File: src/rtl/counter_heap_sched_pkg.sv
// Shared types for the counter heap scheduler.
// Holds the FSM encoding, decay defaults and the update entry width.
package counter_heap_sched_pkg;

   typedef enum logic [1:0] {
      RUN        = 2'd0,
      DECAY_WAIT = 2'd1,
      DECAY      = 2'd2
   } state_t;

   localparam int DEF_DECAYPERIOD = 1024;

   // One queued update is {addr, taken}.
   function automatic int entry_w(input int pw);
      return pw + 1;
   endfunction

endpackage

File: src/rtl/counter_heap_sched_if.sv
// Fetch/commit request side and counter table side of the scheduler.
// master drives requests; slave is the scheduler itself.
interface counter_heap_sched_if #(
   parameter int COUNTERPW = 6,
   parameter int UPQPW     = 2
);
   logic                 ReadReq;
   logic [COUNTERPW-1:0] ReadReqAddr;
   logic                 ReadDataValid;
   logic                 UpReq;
   logic [COUNTERPW-1:0] UpReqAddr;
   logic                 UpReqTaken;
   logic                 UpReady;
   logic                 FlushReq;
   logic [COUNTERPW-1:0] TabUpAddr;
   logic                 TabUpdateAble;
   logic                 TabRightOrFault;
   logic [COUNTERPW-1:0] TabReadAddr;
   logic                 TabReadAble;
   logic                 TabAttenuation;
   logic [UPQPW:0]       QueueCount;

   modport master (
      output ReadReq, ReadReqAddr, UpReq, UpReqAddr,
      output UpReqTaken, FlushReq,
      input  ReadDataValid, UpReady, TabUpAddr, TabUpdateAble,
      input  TabRightOrFault, TabReadAddr, TabReadAble,
      input  TabAttenuation, QueueCount
   );

   modport slave (
      input  ReadReq, ReadReqAddr, UpReq, UpReqAddr,
      input  UpReqTaken, FlushReq,
      output ReadDataValid, UpReady, TabUpAddr, TabUpdateAble,
      output TabRightOrFault, TabReadAddr, TabReadAble,
      output TabAttenuation, QueueCount
   );
endinterface

File: src/rtl/counter_heap_sched_sync_fifo_cnt.sv
// Synchronous FIFO with occupancy count and flush.
// Flush wins over push and pop in the same cycle.
module sync_fifo_cnt #(
   parameter int W     = 7,
   parameter int DEPTH = 4,
   parameter int PW    = 2
) (
   input  logic          clk,
   input  logic          rst_n,
   input  logic          flush,
   input  logic          push,
   input  logic          pop,
   input  logic [W-1:0]  din,
   output logic [W-1:0]  dout,
   output logic          full,
   output logic          empty,
   output logic [PW:0]   count
);
   logic [W-1:0]  mem [DEPTH];
   logic [PW-1:0] wp;
   logic [PW-1:0] rp;
   logic          wr;
   logic          rd;

   assign full  = count == (PW+1)'(DEPTH);
   assign empty = count == '0;
   assign wr    = push && !full && !flush;
   assign rd    = pop && !empty && !flush;
   assign dout  = mem[rp];

   always_ff @(posedge clk or negedge rst_n) begin
      if (!rst_n) begin
         wp    <= '0;
         rp    <= '0;
         count <= '0;
      end else if (flush) begin
         wp    <= '0;
         rp    <= '0;
         count <= '0;
      end else begin
         if (wr) wp <= wp + 1'b1;
         if (rd) rp <= rp + 1'b1;
         count <= count + (PW+1)'(wr) - (PW+1)'(rd);
      end
   end

   always_ff @(posedge clk) begin
      if (wr) mem[wp] <= din;
   end
endmodule

File: src/rtl/counter_heap_sched.sv
// Read/update scheduler for a 2-bit counter table with periodic decay.
// Decay timer and DECAY_WAIT/DECAY states exist only with COUNTER_HEAP_DECAY_EN.
module counter_heap_sched
   import counter_heap_sched_pkg::*;
#(
   parameter int COUNTERPW   = 6,
   parameter int UPQDEPTH    = 4,
   parameter int UPQPW       = 2,
   parameter int DECAYPERIOD = DEF_DECAYPERIOD,
   parameter int DECAYPW     = 10
) (
   input logic                Clk,
   input logic                Rest,
   counter_heap_sched_if.slave bus
);
   localparam int EW = entry_w(COUNTERPW);

   logic [EW-1:0] head;
   logic          full;
   logic          empty;
   logic          pop;
   logic          run;

   if (UPQDEPTH != (2 ** UPQPW) || UPQDEPTH < 2 ||
       DECAYPERIOD < 4 || (2 ** DECAYPW) < DECAYPERIOD) begin : g_bad_cfg
      $error("counter_heap_sched: bad parameter set");
   end

   assign bus.TabReadAble = bus.ReadReq;
   assign bus.TabReadAddr = bus.ReadReqAddr;
   assign bus.UpReady     = !full;
   assign pop             = run && !empty && !bus.FlushReq;

   sync_fifo_cnt #(
      .W    (EW),
      .DEPTH(UPQDEPTH),
      .PW   (UPQPW)
   ) u_fifo (
      .clk  (Clk),
      .rst_n(Rest),
      .flush(bus.FlushReq),
      .push (bus.UpReq),
      .pop  (pop),
      .din  ({bus.UpReqAddr, bus.UpReqTaken}),
      .dout (head),
      .full (full),
      .empty(empty),
      .count(bus.QueueCount)
   );

   always_ff @(posedge Clk or negedge Rest) begin
      if (!Rest) begin
         bus.ReadDataValid   <= 1'b0;
         bus.TabUpdateAble   <= 1'b0;
         bus.TabUpAddr       <= '0;
         bus.TabRightOrFault <= 1'b0;
      end else begin
         bus.ReadDataValid <= bus.ReadReq;
         bus.TabUpdateAble <= pop;
         if (pop) {bus.TabUpAddr, bus.TabRightOrFault} <= head;
      end
   end

`ifdef COUNTER_HEAP_DECAY_EN
   state_t             state;
   state_t             state_nx;
   logic [DECAYPW-1:0] timer;
   logic [DECAYPW-1:0] timer_nx;

   always_ff @(posedge Clk or negedge Rest) begin
      if (!Rest) begin
         state <= RUN;
         timer <= '0;
      end else begin
         state <= state_nx;
         timer <= timer_nx;
      end
   end

   // Attenuation waits for the last issued update to retire.
   always_comb begin
      state_nx = state;
      timer_nx = timer;
      unique case (state)
         RUN: begin
            if (timer == DECAYPW'(DECAYPERIOD - 1)) begin
               timer_nx = '0;
               state_nx = DECAY_WAIT;
            end else begin
               timer_nx = timer + 1'b1;
            end
         end
         DECAY_WAIT: if (!bus.TabUpdateAble) state_nx = DECAY;
         DECAY:      state_nx = RUN;
         default:    state_nx = RUN;
      endcase
   end

   assign run                = state == RUN;
   assign bus.TabAttenuation = state == DECAY;
`else
   assign run                = 1'b1;
   assign bus.TabAttenuation = 1'b0;
`endif
endmodule

File: src/flat_wrapper.sv
// flat-port wrapper written by rule: the top's interface ports become plain ports
module counter_heap_sched_flat import counter_heap_sched_pkg::*;
#(
   parameter int COUNTERPW   = 6,
   parameter int UPQDEPTH    = 4,
   parameter int UPQPW       = 2,
   parameter int DECAYPERIOD = DEF_DECAYPERIOD,
   parameter int DECAYPW     = 10
)
  (Clk, Rest, bus_ReadReq, bus_ReadReqAddr, bus_UpReq, bus_UpReqAddr, bus_UpReqTaken, bus_FlushReq, bus_ReadDataValid, bus_UpReady, bus_TabUpAddr, bus_TabUpdateAble, bus_TabRightOrFault, bus_TabReadAddr, bus_TabReadAble, bus_TabAttenuation, bus_QueueCount);
  counter_heap_sched_if #(.COUNTERPW(COUNTERPW), .UPQPW(UPQPW)) bus_i ();
  input logic Clk;
  input logic Rest;
  input wire logic [$bits(bus_i.ReadReq)-1:0] bus_ReadReq;
  input wire logic [$bits(bus_i.ReadReqAddr)-1:0] bus_ReadReqAddr;
  input wire logic [$bits(bus_i.UpReq)-1:0] bus_UpReq;
  input wire logic [$bits(bus_i.UpReqAddr)-1:0] bus_UpReqAddr;
  input wire logic [$bits(bus_i.UpReqTaken)-1:0] bus_UpReqTaken;
  input wire logic [$bits(bus_i.FlushReq)-1:0] bus_FlushReq;
  output wire logic [$bits(bus_i.ReadDataValid)-1:0] bus_ReadDataValid;
  output wire logic [$bits(bus_i.UpReady)-1:0] bus_UpReady;
  output wire logic [$bits(bus_i.TabUpAddr)-1:0] bus_TabUpAddr;
  output wire logic [$bits(bus_i.TabUpdateAble)-1:0] bus_TabUpdateAble;
  output wire logic [$bits(bus_i.TabRightOrFault)-1:0] bus_TabRightOrFault;
  output wire logic [$bits(bus_i.TabReadAddr)-1:0] bus_TabReadAddr;
  output wire logic [$bits(bus_i.TabReadAble)-1:0] bus_TabReadAble;
  output wire logic [$bits(bus_i.TabAttenuation)-1:0] bus_TabAttenuation;
  output wire logic [$bits(bus_i.QueueCount)-1:0] bus_QueueCount;
  assign bus_i.ReadReq = bus_ReadReq;
  assign bus_i.ReadReqAddr = bus_ReadReqAddr;
  assign bus_i.UpReq = bus_UpReq;
  assign bus_i.UpReqAddr = bus_UpReqAddr;
  assign bus_i.UpReqTaken = bus_UpReqTaken;
  assign bus_i.FlushReq = bus_FlushReq;
  assign bus_ReadDataValid = bus_i.ReadDataValid;
  assign bus_UpReady = bus_i.UpReady;
  assign bus_TabUpAddr = bus_i.TabUpAddr;
  assign bus_TabUpdateAble = bus_i.TabUpdateAble;
  assign bus_TabRightOrFault = bus_i.TabRightOrFault;
  assign bus_TabReadAddr = bus_i.TabReadAddr;
  assign bus_TabReadAble = bus_i.TabReadAble;
  assign bus_TabAttenuation = bus_i.TabAttenuation;
  assign bus_QueueCount = bus_i.QueueCount;
  counter_heap_sched #(.COUNTERPW(COUNTERPW), .UPQDEPTH(UPQDEPTH), .UPQPW(UPQPW), .DECAYPERIOD(DECAYPERIOD), .DECAYPW(DECAYPW)) u_core (.Clk(Clk), .Rest(Rest), .bus(bus_i));
endmodule
File: config.mk
export PLATFORM = sky130hd
export DESIGN_NAME = counter_heap_sched_flat
export DESIGN_NICKNAME = d
export VERILOG_FILES = /design/src/rtl/counter_heap_sched_pkg.sv /design/src/rtl/counter_heap_sched_if.sv /design/src/rtl/counter_heap_sched_sync_fifo_cnt.sv /design/src/rtl/counter_heap_sched.sv /design/src/flat_wrapper.sv
export SDC_FILE = /design/constraint.sdc
export NUM_CORES = 1
export LEC_CHECK = 0
export BUFFER_PORTS_ARGS = -buffer_cell sky130_fd_sc_hd__buf_2
export CAP_MARGIN = 20
export CELL_PAD_IN_SITES_DETAIL_PLACEMENT = 0
export CELL_PAD_IN_SITES_GLOBAL_PLACEMENT = 1
export CORE_MARGIN = 2
export CORE_UTILIZATION = 40
export CTS_CLUSTER_SIZE = 8
export DETAILED_ROUTE_END_ITERATION = 10
export PLACE_DENSITY_LB_ADDON = 0.1
export REMOVE_ABC_BUFFERS = 1
export SYNTH_ARGS = -nofsm -noshare
export SYNTH_HDL_FRONTEND = slang
export SYNTH_SLANG_ARGS = --single-unit
File: constraint.sdc
create_clock -name Clk -period 2.65 [get_ports Clk]
set_input_delay 0.1325 -clock Clk [delete_from_list [all_inputs] [get_ports Clk]]
set_output_delay 0.1325 -clock Clk [all_outputs]
set_load 0.01 [all_outputs]
======== Word level (Yosys, flattened, before mapping) ========
Memory sizes are Yosys's and may differ from the RTL's. A register that Yosys moved wholly into a read port is not among the register bits.
Cells that the tools add are included.
storage, ports and cells
  memory bits (writable) .................. 28
  input bits .............................. 18
  word-level logic and storage cells ...... 30
  output and inout bits ................... 21
  register bits after elaboration ......... 9
  memories kept ........................... 1
operators by class
  equality and inequality tests ........... 1
  reduce and logical (&&, ||, !) cells .... 12
  add/subtract/negate cells ............... 4
  multiplexer cells ....................... 7
memory list
  name               depth  width  read ports  clocked after Yosys merged registers in  wr ports  line                                    text
  u_core.u_fifo.mem  4      7      1           1                                        1         counter_heap_sched_sync_fifo_cnt.sv:19  logic [W-1:0] mem [DEPTH];
operators by type and width
  kind                                                           count
  2-bit two-way mux                                              4
  1-bit logical AND                                              5
  2-bit by 1-bit adder with 2-bit output, second input constant  2
  1-bit logical NOT                                              4
  2-bit nonzero test                                             2
  3-bit by 1-bit adder with 3-bit output                         1
  3-bit equality test, second input constant                     1
  3-bit logical NOT                                              1
  3-bit two-way mux                                              1
  3-bit by 1-bit subtractor with 3-bit output                    1
  1-bit two-way mux                                              2

======== Depth between registers and ports, before layout ========
Gate-level depths: netlist of the first run.
  word-level depth ........................ 7
  mapped depth ............................ 10
  mapped depth without buffers ............ 10

======== Cells and area by module ========
A second synthesis of the first run with hierarchy kept.
unflattened totals
  cells, all modules ...................... 110
  area, all modules ....................... 1,853.0 um^2
modules (own cells, without submodules)
  module              cells each  seq. area each (um^2)  area an instance (um^2)  times used
  sync_fifo_cnt       83          1,016.0                1,470.2                  1
  counter_heap_sched  27          225.2                  382.9                    1

======== Least setup slack after synthesis of the first run ========
No wires, ideal clock.
  path kind ............................... flip-flop to flip-flop
  start ................................... reg u_core.u_fifo.count[2]
  end ..................................... reg u_core.u_fifo.count[2]
  arrival ................................. 1.986 ns
  path slack .............................. 0.529 ns
  library setup time ...................... 0.134 ns
  path buffers ............................ 0
  cell stages (with the launch flop) ...... 11
  data required time ...................... 2.516 ns
  cell sequence ........................... dfrtp_1 nor3b_1 nor3_1 inv_1 ha_1 inv_1 ha_1 inv_1 fa_1 xnor2_1 nor2_1
between the ends
  word-level cells in the longest chain between the ends .. 7
ends and longest elaborated chain
  what                                                                                line                                                                                                      text
  start: declaration                                                                  counter_heap_sched_sync_fifo_cnt.sv:17                                                                    output logic [PW:0] count
  start signal: assignment                                                            counter_heap_sched_sync_fifo_cnt.sv:43                                                                    count <= count + (PW+1)'(wr) - (PW+1)'(rd);
  3-bit equality test / 3-bit logical NOT (equally long branches)                     counter_heap_sched_sync_fifo_cnt.sv:25, counter_heap_sched_sync_fifo_cnt.sv:26
  1-bit logical NOT, on equally long branches                                         counter_heap_sched_sync_fifo_cnt.sv:27, counter_heap_sched_sync_fifo_cnt.sv:28, counter_heap_sched.sv:32
  1-bit logical AND, on equally long branches                                         counter_heap_sched_sync_fifo_cnt.sv:27, counter_heap_sched.sv:32
  1-bit logical AND, on equally long branches                                         counter_heap_sched_sync_fifo_cnt.sv:27, counter_heap_sched_sync_fifo_cnt.sv:28
  3-bit by 1-bit adder with 3-bit output / 1-bit logical AND (equally long branches)  counter_heap_sched_sync_fifo_cnt.sv:43, counter_heap_sched_sync_fifo_cnt.sv:28
  3-bit by 1-bit subtractor with 3-bit output *                                       counter_heap_sched_sync_fifo_cnt.sv:43
  3-bit two-way mux *                                                                 counter_heap_sched_sync_fifo_cnt.sv:36                                                                    end else if (flush) begin
Mark *: on every way between the ends. The rest lies on a longest branch, timed or not.
A chain may end at the register's enable or synchronous reset.

======== Worst setup path after layout of the first run ========
Same ends and word-level chain as after synthesis.

==> impl_metrics.toml, run 1 <==
[run_status]
status = "finished clean"

[worst_hold_path]
hold_class = "in -> reg"
holdPathStages = 1
worstHoldStart = "bus_UpReqAddr[5]"
hold_end = "u_core.u_fifo.mem[0][6]$_DFFE_PP_"

[placed_design]
dp_hpwl_mm = 1.98
gp_congestion = 0.662
port_buffers = 25

[sta]
fin_crit_ns = 2.26
rsz0062_at_grt = "no"
final_hold_viol_count = 0
fin_skew_ns = 0.00460
tns_ns = 0
max_freq_ghz = 0.443
setup_viol = 0
slew_violations = 0
slew_headroom_pct = 62.8
worst_pin_slew_ns = 0.558
post-route-period-util_pct = 85.2

[clock_tree]
cts_inserted_buffers = 5
root_buffer = "clkbuf_8"
clkLatencyLatePin_ns = 0.29
clock_path_buffers = 2
clkTransAtPathRegs_ns = 0.08
hold_buffers = 2
post_cts.repair.setup_buffers = 0
cts_max_level = 2
cts_tree = "built"
cts_resized = 0
clock-sinks = 44

[worst_setup_path]
cp.arrival_ns = 2.44
worst_setup_path_start_kind = "flip-flop"
max_stage_delay_ns = 0.43
crit_top_cell = "inv_1"
critPathCaptureType = "flip-flop"
criticalPathCategory = "reg -> reg"
reg2regPathDepth = 10
timing.rr.end = "u_core.u_fifo.count[2]$_DFF_PN0_"
path_delay_family = "adder cells"
cp_slowest_cell = "dfrtp_1"
critical_path_buf_inv_count = 3
r2r_setup_slack_ns = 0.39
worstReg2RegStart = "u_core.u_fifo.count[2]$_DFF_PN0_"
critPathRequiredTime_ns = 2.83
path_cells = "nor3b_1 > nor3_1 > inv_1 > ha_1 > inv_1 > ha_1 > inv_1 > fa_1 > xnor2_1 > nor2_1"
cp_max_fo = 5

[layout]
final_core_util_pct = 46.9
fin_nets = 156
area_growth_pct = 11.4
drive_above_1_share_pct = 34.8
diodes = 0
final_cell_mix = "edfxtp_1, buf_2, dfrtp_1"
final_common_cell = "edfxtp_1"

[global_routing]
grt_overflow = 0
grt_max_degree = 17
track_usage_pct = 13.2
first_global_vias = 957
antenna_found_initial = 0
grt_pass1_wl_mm = 4.84

[pwr]
leakagePower_nw = 0.832
power.share.sequential_pct = 50.5
combPwrFrac_pct = 29.5
internal_power_mw = 1.35
total_power_mw = 1.91
clkPwrFrac_pct = 20.0
p_sw_share_pct = 29.2
powerDensity_nw_per_um2 = 923
ir_drop_uv = 374
switching_power_mw = 0.559

[route]
via_per_inst = 4.96
dr.pass1.iters = 3
ant_nets = 0
drt_wl_total_mm = 2.96
drc = 0
num_vias = 913
wl_per_cell_um = 16.1
drt_iter0_drc = 62

[yosys]
ys_seq_area_share_pct = 66.7
ys_warn_count = 0
synth_cells = 108
synth_area_leaders = "edfxtp_1, dfrtp_1, mux4_2"
ys_seq_elements = 44
ys_types = 24
syn-cell-area_sq_um = 1860
synth_top_area_cell = "edfxtp_1"
avgSynthCellArea_sq_um = 17.2
synth_top_cell_area_share_pct = 45.2

[floorplan]
die_w_um = 72.2
start_util_pct = 42.1
pin_count = 39
dieArea_sq_um = 5210
fp.coreArea_sq_um = 4410
row_count = 24
die-height_um = 72.2

[job]
max_cap_violations = 0
## logic make-up after synthesis
kind of cell,after synthesis,synth area share [%]
other cells,1,0.202
buf+inv,18,5.65
xor+xnor,4,1.88
flops,44,66.7
simple gates,15,4.84
compound gates,5,1.48
mux,14,14.1
fa+ha+maj,7,5.11
## worst max-delay path by stage
| stage | to | depth (start not counted) | start |
|---|---|---|---|
| floorplan | u_core.u_fifo.count[2]$_DFF_PN0_ | 10 | u_core.u_fifo.count[2]$_DFF_PN0_ |
| global placement | u_core.u_fifo.count[2]$_DFF_PN0_ | 10 | u_core.u_fifo.count[1]$_DFF_PN0_ |
| detailed placement | u_core.u_fifo.count[2]$_DFF_PN0_ | 10 | u_core.u_fifo.count[2]$_DFF_PN0_ |
| CTS | u_core.u_fifo.count[2]$_DFF_PN0_ | 10 | u_core.u_fifo.count[2]$_DFF_PN0_ |
| global route | u_core.u_fifo.count[2]$_DFF_PN0_ | 10 | u_core.u_fifo.count[1]$_DFF_PN0_ |
| finish | u_core.u_fifo.count[2]$_DFF_PN0_ | 10 | u_core.u_fifo.count[2]$_DFF_PN0_ |
## per-layer routing
metal  track usage [%]  vias up  part of all wire, %
met4              5.03        0                  1.4
met5                 0        -                    0
met2              19.9       33                   48
li1                  -      422                    -
met3              5.56        5                  5.6
met1              17.0      453                   45
## cell type report
type / instances / area [sq um]
clock inverter: 2 / 7.51
sequential: 44 / 1240
inverter: 7 / 26.3
timing repair buffer: 27 / 145
multi-input combinational: 46 / 514
tap: 52 / 65.1
clock buffer: 6 / 72.6
fill: 392 / 2340
## sequential cells by signal, indices dropped and copies added, names as in the netlist
signal	count
u_core.bus.TabRightOrFault	1
u_core.u_fifo.rp	2
u_core.bus.ReadDataValid	1
u_core.u_fifo.wp	2
u_core.bus.TabUpAddr	6
u_core.u_fifo.count	3
u_core.u_fifo.mem	28
u_core.bus.TabUpdateAble	1
## cells in the mapped netlist
| master | count |
|---|---|
| nor2_1 | 4 |
| nor2b_1 | 1 |
| o31ai_1 | 1 |
| nand3_1 | 2 |
| nor3b_1 | 1 |
| mux2_4 | 7 |
| inv_1 | 7 |
| ha_1 | 6 |
| and2_1 | 4 |
| mux4_2 | 7 |
| buf_4 | 8 |
| xor2_1 | 3 |
| buf_6 | 1 |
| conb_1 | 1 |
| nor3_1 | 1 |
| xnor2_1 | 1 |
| fa_1 | 1 |
| o21ai_0 | 2 |
| nor3_2 | 1 |
| nor2_4 | 1 |
| a21oi_1 | 2 |
| dfrtp_1 | 16 |
| clkbuf_1 | 2 |
| edfxtp_1 | 28 |
## power by group through the flow
stage	Combinational, mW	Sequential, mW	Clock [mW]
finish	0.565	0.966	0.383
floorplan	0.370	0.997	0
CTS	0.578	0.973	0.400
detailed placement	0.575	0.986	0
global placement	0.568	0.981	0
global route	0.629	0.993	0.430
## stage by stage
stage	std cells	instance area [sq um]	setup slack [ns]	hold slack, ns
final	184	2070	0.391	0.0585
after global placement	174	1970	0.454	0.0800
after detailed placement	174	1970	0.380	0.0925
after CTS	184	2070	0.369	0.0465
after floorplan	97	1780	0.545	-0.163
after global routing	184	2070	0.0777	0.0473
No activity file was read; power rests on OpenSTA's default activity.
==> run 2, diff against run 1 <==
--- a/config.mk
+++ b/config.mk
@@ -11,7 +11,7 @@
 export CELL_PAD_IN_SITES_GLOBAL_PLACEMENT = 1
 export CORE_MARGIN = 2
 export CORE_UTILIZATION = 40
-export CTS_CLUSTER_SIZE = 8
+export CTS_BUF_LIST = sky130_fd_sc_hd__clkbuf_8
 export DETAILED_ROUTE_END_ITERATION = 10
 export PLACE_DENSITY_LB_ADDON = 0.1
 export REMOVE_ABC_BUFFERS = 1
==> impl_metrics.toml, run 2 (synthesized netlist as in run 1, its figures left out) <==
[layout]
final_cells = 184
largest_reg_flops = 28
top_regs = "u_core.u_fifo.mem (28), u_core.bus.TabUpAddr (6), u_core.u_fifo.count (3)"
area_growth_pct = 11.4
fin_nets = 156
final_common_cell = "edfxtp_1"
final_cell_mix = "edfxtp_1, buf_2, dfrtp_1"
regMostFlops = "u_core.u_fifo.mem"
drive_above_1_share_pct = 34.8
fin_area_sq_um = 2070
diodes = 0

[placed_design]
placed_cell_area_sq_um = 1970
placed_cells = 174
gp_congestion = 0.662
dp_hpwl_mm = 1.98
place_ws_ns = 0.380
port_buffers = 25

[clock_tree]
cts_inserted_buffers = 5
clock-sinks = 44
clkTransAtPathRegs_ns = 0.08
cts_max_level = 2
clkLatencyLatePin_ns = 0.29
clock_path_buffers = 2
root_buffer = "clkbuf_8"
post_cts.repair.setup_buffers = 0
cts_resized = 0
hold_buffers = 2
cts_tree = "built"

[route]
wl_per_cell_um = 16.1
dr.pass1.iters = 4
num_vias = 913
drt_wl_total_mm = 2.96
ant_nets = 0
drc = 0
via_per_inst = 4.96
drt_iter0_drc = 62

[global_routing]
grt_pass1_wl_mm = 4.84
antenna_found_initial = 0
track_usage_pct = 13.2
grt_overflow = 0
first_global_vias = 957
grt_max_degree = 17

[sta]
post-route-period-util_pct = 85.2
max_freq_ghz = 0.443
rsz0062_at_grt = "no"
worst_pin_slew_ns = 0.558
final_hold_viol_count = 0
tns_ns = 0
setup_viol = 0
slew_violations = 0
fin_crit_ns = 2.26
slew_headroom_pct = 62.8
worst_slack_ns = 0.391
fin_skew_ns = 0.00460

[floorplan]
die_w_um = 72.2
start_util_pct = 42.1
pin_count = 39
dieArea_sq_um = 5210
row_count = 24
die-height_um = 72.2
fp.coreArea_sq_um = 4410

[run_status]
status = "finished clean"

[pwr]
leakagePower_nw = 0.836
ir_drop_uv = 374
powerDensity_nw_per_um2 = 921
total_power_mw = 1.91

[worst_setup_path]
crit_top_cell = "inv_1"
cp_slowest_cell = "dfrtp_1"
worst_setup_path_start_kind = "flip-flop"
critPathCaptureType = "flip-flop"
max_stage_delay_ns = 0.43
cp.arrival_ns = 2.44
criticalPathCategory = "reg -> reg"
path_cells = "nor3b_1 > nor3_1 > inv_1 > ha_1 > inv_1 > ha_1 > inv_1 > fa_1 > xnor2_1 > nor2_1"
cp_max_fo = 5
critPathRequiredTime_ns = 2.83

[job]
max_cap_violations = 0

[worst_hold_path]
hold_class = "in -> reg"
[run 2: per-stage QoR]
step | util (%) | hold slack (ns)
6_report | 46.9 | 0.0584
4_1_cts | 46.9 | 0.0462
3_5_place_dp | 44.7 | 0.0925
2_1_floorplan | - | -0.163
3_3_place_gp | 44.7 | 0.0800
5_1_grt | 46.9 | 0.0471
[run 2: worst paths after layout]
kind	endpoint	startpoint	slack [ns]	depth (start not counted)
setup / recovery	u_core.u_fifo.count[2]$_DFF_PN0_	u_core.u_fifo.count[2]$_DFF_PN0_	0.39	10
hold / removal	u_core.u_fifo.mem[0][6]$_DFFE_PP_	bus_UpReqAddr[5]	0.06	1
setup reg to reg	u_core.u_fifo.count[2]$_DFF_PN0_	u_core.u_fifo.count[2]$_DFF_PN0_	0.39	10
hold reg to reg	u_core.bus.TabRightOrFault$_DFFE_PN0P_	u_core.bus.TabRightOrFault$_DFFE_PN0P_	0.51	1
max in group asynchronous	u_core.bus.TabUpAddr[1]$_DFFE_PN0P_	Rest	2.07	2
min in group asynchronous	u_core.bus.TabUpAddr[2]$_DFFE_PN0P_	Rest	0.30	2
[run 2: worst max-delay path, delay by kind of cell, from the launching register on]
kind	cells	cell delay, ns
xor gates and xnor gates	1	0.17
adders and majority gates	3	0.78
buffers and inverters	3	0.19
DFF	1	0.43
and+or+nand+nor	3	0.58
[run 2: final cells by class]
class / instances / area, sq um
Clock inverter: 3 / 11.3
Multi-Input combinational cell: 46 / 514
Inverter: 7 / 26.3
Timing Repair Buffer: 27 / 145
Sequential cell: 44 / 1240
Clock buffer: 5 / 68.8
Fill cell: 392 / 2340
Tap cell: 52 / 65.1
[run 2: metal layers]
layer	track usage, %	part of all wire [%]	wire length, um	up-vias
li1	-	-	-	422
met1	17.0	45	1330	453
met2	19.9	48	1430	33
met3	5.56	5.6	166	5
met4	5.03	1.4	42	0
met5	0	0	0	-
[run 2: power breakdown]
| group | switching [mW] | internal, mW |
|---|---|---|
| combinational | 0.241 | 0.324 |
| clock | 0.203 | 0.176 |
| sequential | 0.115 | 0.851 |
==> run 3, diff against run 2 <==
--- a/config.mk
+++ b/config.mk
@@ -11,7 +11,7 @@
 export CELL_PAD_IN_SITES_GLOBAL_PLACEMENT = 1
 export CORE_MARGIN = 2
 export CORE_UTILIZATION = 40
-export CTS_BUF_LIST = sky130_fd_sc_hd__clkbuf_8
+export CTS_BUF_LIST = sky130_fd_sc_hd__clkbuf_16
 export DETAILED_ROUTE_END_ITERATION = 10
 export PLACE_DENSITY_LB_ADDON = 0.1
 export REMOVE_ABC_BUFFERS = 1
==> constraint.sdc (replaced) <==
create_clock -name Clk -period 2.3 [get_ports Clk]
set_input_delay 0.115 -clock Clk [delete_from_list [all_inputs] [get_ports Clk]]
set_output_delay 0.115 -clock Clk [all_outputs]
set_load 0.01 [all_outputs]
==> impl_metrics.toml, run 3 (synthesized netlist as in run 1, its figures left out) <==
[run_status]
status = "finished clean"

[worst_hold_path]
hold_end = "u_core.u_fifo.mem[3][2]$_DFFE_PP_"
worstHoldStart = "bus_UpReqAddr[1]"
hold_class = "in -> reg"
holdPathStages = 1

[worst_setup_path]
criticalPathCategory = "reg -> reg"
worst_setup_path_start_kind = "flip-flop"
critPathRequiredTime_ns = 2.46
r2r_setup_slack_ns = 0.22
cp.arrival_ns = 2.24
reg2regPathDepth = 9
timing.rr.end = "u_core.u_fifo.count[2]$_DFF_PN0_"
cp_max_fo = 6
worstReg2RegStart = "u_core.u_fifo.count[1]$_DFF_PN0_"
critPathCaptureType = "flip-flop"

[route]
ant_nets = 0
drt_wl_total_mm = 3.00
drc = 0
dr.pass1.iters = 3
num_vias = 923
drt_iter0_drc = 37
wl_per_cell_um = 16.0
via_per_inst = 4.94

[pwr]
leakagePower_nw = 0.882
switching_power_mw = 0.683
ir_drop_uv = 527
internal_power_mw = 1.77
power.share.sequential_pct = 45.6
combPwrFrac_pct = 27.6
powerDensity_nw_per_um2 = 1130
clkPwrFrac_pct = 26.8
p_sw_share_pct = 27.9

[sta]
worst_pin_slew_ns = 0.560
fin_crit_ns = 2.08
slew_violations = 0
tns_ns = 0
max_freq_ghz = 0.481
rsz0062_at_grt = "no"
slew_headroom_pct = 62.7
fin_hold_ws_ns = 0.0499
setup_viol = 0
final_hold_viol_count = 0
post-route-period-util_pct = 90.4
fin_skew_ns = 0.00407

[clock_tree]
clkLatencyLatePin_ns = 0.28
clock-sinks = 44
root_buffer = "clkbuf_16"
cts_max_level = 2
cts_tree = "built"
clkTransAtPathRegs_ns = 0.06
post_cts.repair.setup_buffers = 0
cts_inserted_buffers = 5
clock_path_buffers = 2

[layout]
top_regs = "u_core.u_fifo.mem (28), u_core.bus.TabUpAddr (6), u_core.u_fifo.count (3)"
area_growth_pct = 16.3
final_common_cell = "edfxtp_1"
nFillCells = 390
diodes = 0
drive_above_1_share_pct = 39.3
multi_input_area_sq_um = 524
final_cell_mix = "edfxtp_1, buf_2, dfrtp_1"
regMostFlops = "u_core.u_fifo.mem"
register_area_sq_um = 1240
fin_nets = 159
largest_reg_flops = 28
final_cells = 187

[global_routing]
grt_use_met1_pct = 15.8
grtUsageMet3_pct = 4.31
grt_max_degree = 17
track_usage_pct = 12.7
grtUsageMet2_pct = 20.0
grt_pass1_wl_mm = 4.69
first_global_vias = 959
antenna_found_initial = 0
top_usage_layer = "met2"
grt_overflow = 0

[floorplan]
die-height_um = 72.2
fp.coreArea_sq_um = 4410
start_util_pct = 42.1
die_w_um = 72.2
pin_count = 39
row_count = 24
dieArea_sq_um = 5210

[placed_design]
dp_hpwl_mm = 2.03
placed_cells = 177
port_buffers = 25
gp_congestion = 0.724

[job]
max_cap_violations = 0
## run 3: changes by cell type in the layout (fill, tap and decap cells not counted), sizes merged
| cell | previous run | this run |
|---|---|---|
| clkinv | 2 | 3 |
| inv | 8 | 7 |
| buf | 25 | 28 |
## run 3: timing repair
item,in CTS,in global routing
hold buffers,2,0
gates resized for setup,0,2
endpoints found under the hold margin,17,0
endpoints found under the setup margin,0,1
## run 3: worst max-delay path by stage
stage          slack (ns)  cells after the start                              from                          endpoint
6_report             0.22                      9  u_core.u_fifo.count[1]$_DFF_PN0_  u_core.u_fifo.count[2]$_DFF_PN0_
3_3_place_gp         0.28                      9  u_core.u_fifo.count[1]$_DFF_PN0_  u_core.u_fifo.count[2]$_DFF_PN0_
4_1_cts              0.15                     10  u_core.u_fifo.count[1]$_DFF_PN0_  u_core.u_fifo.count[2]$_DFF_PN0_
2_1_floorplan        0.19                     10  u_core.u_fifo.count[2]$_DFF_PN0_  u_core.u_fifo.count[2]$_DFF_PN0_
5_1_grt              0.08                     10  u_core.u_fifo.count[2]$_DFF_PN0_  u_core.u_fifo.count[2]$_DFF_PN0_
3_5_place_dp         0.18                     10  u_core.u_fifo.count[2]$_DFF_PN0_  u_core.u_fifo.count[2]$_DFF_PN0_
## run 3: per-stage QoR
| stage | util (%) | setup WS, ns | cell area, sq um | power [mW] |
|---|---|---|---|---|
| after CTS | 48.8 | 0.154 | 2150 | 2.49 |
| after global routing | 49.0 | 0.0755 | 2160 | 2.60 |
| after global placement | 45.2 | 0.282 | 1990 | 1.81 |
| after floorplan | - | 0.195 | 1780 | 1.58 |
| final | 49.0 | 0.220 | 2160 | 2.45 |
| after detailed placement | 45.2 | 0.176 | 1990 | 1.82 |
## run 3: area by class of cell
type                            instances  share of cell area, %
Sequential cell                        44                   57.4
Multi-Input combinational cell         46                   24.2
Timing Repair Buffer                   30                   7.75
Clock buffer                            5                   5.78
Tap cell                               52                   3.01
Inverter                                7                   1.21
Clock inverter                          3                  0.636
## run 3: power groups by stage
stage               Clock, mW  Combinational, mW  Sequential [mW]
finish                  0.657              0.676             1.12
global route            0.712              0.745             1.14
CTS                     0.680              0.684             1.12
detailed placement          0              0.679             1.14
global placement            0              0.676             1.13
floorplan                   0              0.426             1.15
## run 3: critical path, stage by stage, from the launching register on
cell and delay (ns):
dfrtp_1 0.47, nor3_2 0.31, nor2_4 0.05, ha_1 0.29, inv_1 0.07, ha_1 0.15
inv_1 0.05, fa_1 0.37, xnor2_1 0.16, nor2_1 0.05
## run 3: metal layers
metal	share of wire, %	vias to the layer above	routed length (um)
met4	2.2	0	67
met2	49	32	1470
li1	-	435	-
met5	0	-	0
met1	43	448	1300
met3	5.3	8	158
